===== src/rtl/boot_pkg.sv =====
// Shared definitions for the boot copy engine: FSM state encoding and the
// checksum accumulation rule, also used by the ROM image generator's checker.
package boot_pkg;

    localparam int BOOT_STATE_W = 3;

    // Widest word the checksum helper handles; callers truncate to their width.
    localparam int BOOT_SUM_W = 64;

    typedef enum logic [BOOT_STATE_W-1:0] {
        BOOT_IDLE  = 3'd0,
        BOOT_COPY  = 3'd1,
        BOOT_CHECK = 3'd2,
        BOOT_DONE  = 3'd3,
        BOOT_FAIL  = 3'd4
    } boot_state_t;

    // Checksum is a plain wrapping sum; truncating the result to the word
    // width gives the sum modulo 2^DATA_WIDTH.
    function automatic logic [BOOT_SUM_W-1:0] boot_sum(
        input logic [BOOT_SUM_W-1:0] acc,
        input logic [BOOT_SUM_W-1:0] word
    );
        return acc + word;
    endfunction

endpackage


===== src/rtl/boot_rd_pipe.sv =====
// Valid/tag delay line matching the boot ROM read latency. The tail stage is
// high in the cycle the ROM presents data for the tagged read, so the caller
// samples boot_mem_rd_data directly alongside o_valid/o_tag.
module boot_rd_pipe #(
    parameter int LATENCY = 1,
    parameter int TAG_W   = 1
) (
    input  logic             clk,
    input  logic             rst_n,
    input  logic             i_valid,
    input  logic [TAG_W-1:0] i_tag,
    output logic             o_valid,
    output logic [TAG_W-1:0] o_tag
);

    genvar gi;
    generate
        for (gi = 0; gi < LATENCY; gi++) begin : g_stage
            logic             r_vld;
            logic [TAG_W-1:0] r_tag;
            logic             w_vld_in;
            logic [TAG_W-1:0] w_tag_in;

            if (gi == 0) begin : g_head
                assign w_vld_in = i_valid;
                assign w_tag_in = i_tag;
            end else begin : g_body
                assign w_vld_in = g_stage[gi-1].r_vld;
                assign w_tag_in = g_stage[gi-1].r_tag;
            end

            // Advance the outstanding-read marker by one stage per clock.
            always_ff @(posedge clk or negedge rst_n) begin
                if (!rst_n) begin
                    r_vld <= 1'b0;
                    r_tag <= '0;
                end else begin
                    r_vld <= w_vld_in;
                    r_tag <= w_tag_in;
                end
            end
        end
    endgenerate

    assign o_valid = g_stage[LATENCY-1].r_vld;
    assign o_tag   = g_stage[LATENCY-1].r_tag;

endmodule


===== src/rtl/boot_copy_engine.sv =====
// Copies a boot image from ROM into instruction SRAM, one read per cycle,
// optionally verifying a trailing checksum word before releasing the core.
module boot_copy_engine
    import boot_pkg::*;
#(
    parameter int DATA_WIDTH   = 32,
    parameter int ADDR_WIDTH   = 20,
    parameter int IMAGE_WORDS  = 'h120,
    parameter int READ_LATENCY = 1,
    parameter int SRC_BASE     = 0,
    parameter int DST_BASE     = 0,
    parameter int ADDR_SHIFT   = 2,
    parameter int CHECK_EN     = 1,
    parameter int AUTO_START   = 1
) (
    input  logic                  clk,
    input  logic                  rst_n,
    input  logic                  start,
    output logic                  boot_mem_rd_en,
    output logic [ADDR_WIDTH-1:0] boot_mem_addr,
    input  logic [DATA_WIDTH-1:0] boot_mem_rd_data,
    output logic                  inst_mem_wr_en,
    output logic [DATA_WIDTH-1:0] inst_mem_wr_data,
    output logic [ADDR_WIDTH-1:0] inst_mem_addr,
    output logic                  boot_mode,
    output logic                  boot_done,
    output logic                  boot_error,
    output logic [ADDR_WIDTH-1:0] words_copied
);

    // Reads include the trailer word when checking is enabled.
    localparam int N_RD  = IMAGE_WORDS + ((CHECK_EN != 0) ? 1 : 0);
    localparam int CNT_W = $clog2(N_RD + 1);

    boot_state_t           r_state;
    boot_state_t           w_state_next;
    logic                  r_first;
    logic                  w_enter_copy;
    logic [CNT_W-1:0]      r_rd_idx;
    logic [CNT_W-1:0]      r_rd_tag;
    logic [CNT_W-1:0]      r_ret_cnt;
    logic [CNT_W-1:0]      r_wr_idx;
    logic                  w_ret_valid;
    logic [CNT_W-1:0]      w_ret_tag;
    logic [DATA_WIDTH-1:0] r_sum;
    logic [DATA_WIDTH-1:0] r_trailer;
    logic                  r_rd_en;
    logic [ADDR_WIDTH-1:0] r_rd_addr;
    logic                  r_wr_en;
    logic [DATA_WIDTH-1:0] r_wr_data;
    logic [ADDR_WIDTH-1:0] r_wr_addr;
    logic [ADDR_WIDTH-1:0] r_words;
    logic                  r_boot_mode;
    logic                  r_boot_done;
    logic                  r_boot_error;

    // State register; r_first marks the first clock after reset for auto-start.
    always_ff @(posedge clk or negedge rst_n) begin
        if (!rst_n) begin
            r_state <= BOOT_IDLE;
            r_first <= 1'b1;
        end else begin
            r_state <= w_state_next;
            r_first <= 1'b0;
        end
    end

    // Next-state logic; start only matters in IDLE, DONE and FAIL.
    always_comb begin
        w_state_next = r_state;
        case (r_state)
            BOOT_IDLE: begin
                if (((AUTO_START != 0) && r_first) || start)
                    w_state_next = BOOT_COPY;
            end
            BOOT_COPY: begin
                if (r_ret_cnt == CNT_W'(N_RD))
                    w_state_next = BOOT_CHECK;
            end
            BOOT_CHECK: begin
                if ((CHECK_EN == 0) || (r_sum == r_trailer))
                    w_state_next = BOOT_DONE;
                else
                    w_state_next = BOOT_FAIL;
            end
            BOOT_DONE, BOOT_FAIL: begin
                if (start)
                    w_state_next = BOOT_COPY;
            end
            default: w_state_next = BOOT_IDLE;
        endcase
    end

    assign w_enter_copy = (w_state_next == BOOT_COPY) && (r_state != BOOT_COPY);

    // Read issue: one strobe per cycle for N_RD cycles after entering COPY.
    always_ff @(posedge clk or negedge rst_n) begin
        if (!rst_n) begin
            r_rd_idx  <= '0;
            r_rd_tag  <= '0;
            r_rd_en   <= 1'b0;
            r_rd_addr <= '0;
        end else if (w_enter_copy) begin
            r_rd_idx  <= '0;
            r_rd_tag  <= '0;
            r_rd_en   <= 1'b0;
            r_rd_addr <= '0;
        end else if ((r_state == BOOT_COPY) && (r_rd_idx < CNT_W'(N_RD))) begin
            r_rd_idx  <= r_rd_idx + CNT_W'(1);
            r_rd_tag  <= r_rd_idx;
            r_rd_en   <= 1'b1;
            r_rd_addr <= ADDR_WIDTH'(SRC_BASE) + ADDR_WIDTH'(r_rd_idx);
        end else begin
            r_rd_en   <= 1'b0;
            r_rd_addr <= '0;
        end
    end

    boot_rd_pipe #(
        .LATENCY (READ_LATENCY),
        .TAG_W   (CNT_W)
    ) u_rd_pipe (
        .clk     (clk),
        .rst_n   (rst_n),
        .i_valid (r_rd_en),
        .i_tag   (r_rd_tag),
        .o_valid (w_ret_valid),
        .o_tag   (w_ret_tag)
    );

    // Return side: image words become SRAM writes, the trailer is kept aside.
    always_ff @(posedge clk or negedge rst_n) begin
        if (!rst_n) begin
            r_wr_en   <= 1'b0;
            r_wr_data <= '0;
            r_wr_addr <= '0;
            r_wr_idx  <= '0;
            r_words   <= '0;
            r_sum     <= '0;
            r_trailer <= '0;
            r_ret_cnt <= '0;
        end else begin
            r_wr_en   <= 1'b0;
            r_wr_data <= '0;
            r_wr_addr <= '0;
            if (w_enter_copy) begin
                r_wr_idx  <= '0;
                r_words   <= '0;
                r_sum     <= '0;
                r_trailer <= '0;
                r_ret_cnt <= '0;
            end else if (w_ret_valid) begin
                r_ret_cnt <= r_ret_cnt + CNT_W'(1);
                if (w_ret_tag < CNT_W'(IMAGE_WORDS)) begin
                    r_wr_en   <= 1'b1;
                    r_wr_data <= boot_mem_rd_data;
                    r_wr_addr <= ADDR_WIDTH'(DST_BASE) + (ADDR_WIDTH'(r_wr_idx) << ADDR_SHIFT);
                    r_wr_idx  <= r_wr_idx + CNT_W'(1);
                    r_words   <= r_words + ADDR_WIDTH'(1);
                    r_sum     <= DATA_WIDTH'(boot_sum(BOOT_SUM_W'(r_sum), BOOT_SUM_W'(boot_mem_rd_data)));
                end else begin
                    r_trailer <= boot_mem_rd_data;
                end
            end
        end
    end

    // Core hold / status flags, updated on copy entry and when CHECK resolves.
    always_ff @(posedge clk or negedge rst_n) begin
        if (!rst_n) begin
            r_boot_mode  <= 1'b1;
            r_boot_done  <= 1'b0;
            r_boot_error <= 1'b0;
        end else if (w_enter_copy) begin
            r_boot_mode  <= 1'b1;
            r_boot_done  <= 1'b0;
            r_boot_error <= 1'b0;
        end else if (r_state == BOOT_CHECK) begin
            if (w_state_next == BOOT_DONE) begin
                r_boot_mode <= 1'b0;
                r_boot_done <= 1'b1;
            end else begin
                r_boot_error <= 1'b1;
            end
        end
    end

    assign boot_mem_rd_en   = r_rd_en;
    assign boot_mem_addr    = r_rd_addr;
    assign inst_mem_wr_en   = r_wr_en;
    assign inst_mem_wr_data = r_wr_data;
    assign inst_mem_addr    = r_wr_addr;
    assign boot_mode        = r_boot_mode;
    assign boot_done        = r_boot_done;
    assign boot_error       = r_boot_error;
    assign words_copied     = r_words;

endmodule


===== config.mk =====
export PLATFORM = sky130hd
export DESIGN_NAME = boot_copy_engine
export DESIGN_NICKNAME = d
export VERILOG_FILES = /design/src/rtl/boot_pkg.sv /design/src/rtl/boot_rd_pipe.sv /design/src/rtl/boot_copy_engine.sv
export SDC_FILE = /design/constraint.sdc
export NUM_CORES = 1
export LEC_CHECK = 0
export CAP_MARGIN = 30
export CORE_UTILIZATION = 45
export CTS_BUF_LIST = sky130_fd_sc_hd__clkbuf_4 sky130_fd_sc_hd__clkbuf_8
export CTS_CLUSTER_DIAMETER = 200
export DETAILED_ROUTE_END_ITERATION = 8
export PLACE_DENSITY = 0.68
export SLEW_MARGIN = 20
export SYNTH_ARGS = -nofsm -noshare
export SYNTH_HDL_FRONTEND = slang
export SYNTH_SLANG_ARGS = --single-unit
export TNS_END_PERCENT = 30

===== constraint.sdc =====
create_clock -name clk -period 5.3 [get_ports clk]
set_clock_uncertainty 0.15 [all_clocks]
set_input_delay 1.06 -clock clk [delete_from_list [all_inputs] [get_ports clk]]
set_output_delay 1.06 -clock clk [all_outputs]
set_load 0.01 [all_outputs]

==> results.md <==
* Status: completed
* Comb power frac at 45.8%
* 1st-pass router iterations at 5
* Synthesized instance count at 941
* Pwr dens at 483 nW/um^2
* Cells resized by post-CTS repair at 0
* Initial core utilization at 46.2%
* Clock transition at path regs at 0.10 ns
* Reg2reg setup slack at 1.58 ns
* Crit-path slowest cell: a2111oi_0
* Worst setup EP type: register
* I/O pins at 132
* Total number of vias at 6940
* Synth Register Bits at 179
* FF-to-FF Start: r_sum[30]
* Vias/cell at 5.27
* Final worst-path cycle share at 73.5%
* Crit path top cell by count: a31oi_1
* RSZ-0062 raised after global routing: no
* # rows at 51
* Post-detail-place hpwl at 13800 um
* Min-Delay Path Depth at 0
* Die X at 144 um
* Largest net degree at the start of global routing at 92
* Final TNS setup at 0 ns
* Remaining Overflow, GRT at 0
* Antenna viol nets, final at 0
* Synth unique cells at 61
* Slew Viols, Final at 0
* CP required at 5.51 ns
* Worst path cell trace: clkdlybuf4s50_1 > ha_1 > fa_1 > a21o_1 > a31oi_1 > o211ai_1 > a2111oi_0 > nor2_1 > a31oi_1 > xnor2_1 > a22o_1
* Number of global-route vias before repair at 6578
* Initial antenna violation count at 0
* Max-cap violations at 0
* Iter 0 DRT Violations at 430
* Synth top area share at 48.9%
* All-Layer GR Usage at 20.6%
* Relative slew slack at 38.9%
* Placer Congestion at 0.839
* Worst Path Arrival at 4.10 ns
* Setup CP Type: input port to register
* Top_reg_cell synth: dfrtp_1
* Fillers at 1781
* Hold_buf cts at 0
* DIE HEIGHT at 144 um
* Max Clock Freq at 257 MHz
* CP Max Fanout at 5
* Final setup fails at 0
* Post-synth top cells: 177 x dfrtp_1, 140 x nand2_1, 85 x nor2_1
* Syn avg cell area at 9.63 um^2
* Pleak at 5.00 nW
* CTS sink count at 179
* Final layout net count at 1112
* Final Util at 54.9%
* Sw frac at 41.7%
* Worst hold path class: register to register
* Root Driver: clkbuf_8
* Least-Margin Pin Slew at 0.914 ns
* DIE AREA at 20700 um^2
* Crit path time final at 3.90 ns
* Synthesized cell area at 9060 um^2
* Residual DRC at 0
* Antenna Cells at 0
* Reg2Reg Depth at 11
* CTS tree: done
* Clock power share at 17.7%
* Total wire length at 20100 um
* Yosys top cell by area: dfrtp_1
* Layout cells sized above 1 at 4.94%
* Crit path largest cell delay at 0.46 ns
* Post-CTS Setup Bufs at 0
* Final Hold Viols at 0
* Core area at 19600 um^2
* FF-to-FF End: r_sum[30]
* Worst hold start: r_rd_tag[5]
* Sequential power share at 36.4%
* Most frequent cell after synthesis: dfrtp_1
* Worst vdd ir at 0.209 mV
* Hold endpoint: u_rd_pipe.o_tag[5]
* Area grow syn2layout at 18.7%
* Port bufs at 109
* Max clock buf depth at 2
* Worst skew pair latency at 0.47 ns
* First-pass GRT wire length at 33000 um
* Post-synth EDFFs at 0
* Int Pwr at 3.02 mW
* H-tree lvl count at 4
* WL per Instance at 15.2 um
* Async SR Flop Fraction at 100%
* CTS buffer count at 17
* Top post-synthesis cells by area: dfrtp_1 49%, xor2_1 6.5%, nand2_1 5.8%, ha_1 5.0%, a21oi_1 4.6%
* Seq/Total Area, Yosys at 49.5%
* Net Switching at 2.16 mW
* Warnings from Yosys at 0
* Crit start category: input port
area by class of cell:
cell class / instances / area [um^2] / area share (%)
well taps: 265 / 332 / 3.08
inverters: 17 / 63.8 / 0.594
multi-input cells: 707 / 4300 / 40.0
clock buffers: 17 / 234 / 2.18
clock inverters: 15 / 160 / 1.49
flip-flops and latches: 179 / 4480 / 41.7
repair buffers: 118 / 1180 / 10.9
state kept, by name, indices dropped and copies added, names as in the netlist:
register	flops
boot_done	1
boot_error	1
boot_mem_addr	9
boot_mem_rd_en	1
boot_mode	1
inst_mem_addr	9
inst_mem_wr_data	32
inst_mem_wr_en	1
r_first	1
r_rd_idx	9
r_rd_tag	4
r_ret_cnt	9
r_state	3
r_sum	32
r_trailer	32
r_wr_idx	9
u_rd_pipe.o_tag	4
u_rd_pipe.o_valid	1
words_copied	20
power by group through the flow:
stage / Sequential, mW / Combinational, mW / Clock (mW)
4_1_cts: 1.89 / 2.37 / 0.952
5_1_grt: 1.93 / 2.65 / 0.992
6_report: 1.89 / 2.38 / 0.921
3_3_place_gp: 1.91 / 2.33 / 0
2_1_floorplan: 1.92 / 1.56 / 0
3_5_place_dp: 1.92 / 2.36 / 0
logic make-up (layout without fill, tap and decap cells):
| kind of cell | count (synthesis) | in the layout | share of synthesized area [%] |
|---|---|---|---|
| other | 1 | 23 | 0.0414 |
| flip-flops | 179 | 179 | 49.5 |
| XOR/XNOR | 91 | 91 | 8.80 |
| multiplexers | 5 | 5 | 0.553 |
| AO/OA/AOI/OAI | 182 | 182 | 12.7 |
| buffers and inverters | 77 | 167 | 4.17 |
| AND/OR/NAND/NOR | 369 | 369 | 19.1 |
| adder cells (fa/ha/maj) | 37 | 37 | 5.19 |
metrics by stage:
stage,setup WS (ns),cell area (um^2),hold WS [ns],power (mW),std cells
after global routing,1.15,10800,0.270,5.57,1318
after global placement,0.978,10300,0.217,4.23,1285
after floorplan,1.77,9140,0.203,3.48,963
after detailed placement,0.931,10300,0.221,4.28,1285
after CTS,1.42,10700,0.251,5.22,1317
final,1.40,10800,0.245,5.19,1318
worst max path at each step:
stage,start,to,slack (ns),cells past startpoint
floorplan,boot_mem_rd_data[0],r_sum[30],1.77,10
detailed placement,boot_mem_rd_data[0],r_sum[30],0.93,11
global placement,boot_mem_rd_data[0],r_sum[30],0.98,11
finish,boot_mem_rd_data[0],r_sum[30],1.40,11
global route,boot_mem_rd_data[0],r_sum[30],1.15,11
CTS,boot_mem_rd_data[0],r_sum[30],1.42,11
layer usage:
metal	global-route usage [%]	part of all wire, %	up-vias
li1	-	-	3366
met1	29.3	48	3374
met2	31.6	46	173
met3	3.20	5.0	27
met4	7.28	1.8	0
met5	0	0	-
critical path: cells and delay by family:
family	cells	cell delay, ns
compound gates	6	1.71
fa+ha+maj	2	0.67
xor+xnor	1	0.08
simple gates	1	0.13
buf+inv	1	0.45
layout by cell type (no fill, tap or decap), drive strengths merged, types with 3 or more instances in the layout:
master,count
nand3,26
o211ai,3
ha,36
a31oi,12
nand4,9
a21o,16
clkdlybuf4s50,108
conb,23
and2,52
a211o,3
nor4,10
nor2b,4
o31ai,4
o21a,7
dfrtp,177
o21ai,23
or3,9
clkinv,7
o21bai,3
and3,7
nor2,85
inv,25
nor3b,4
nand2,140
nor3,9
a21oi,83
clkbuf,17
xnor2,24
buf,10
or4,4
a211oi,3
a22o,3
xor2,67
mux2i,5
Note: power is estimated with default switching activity, not from simulation.
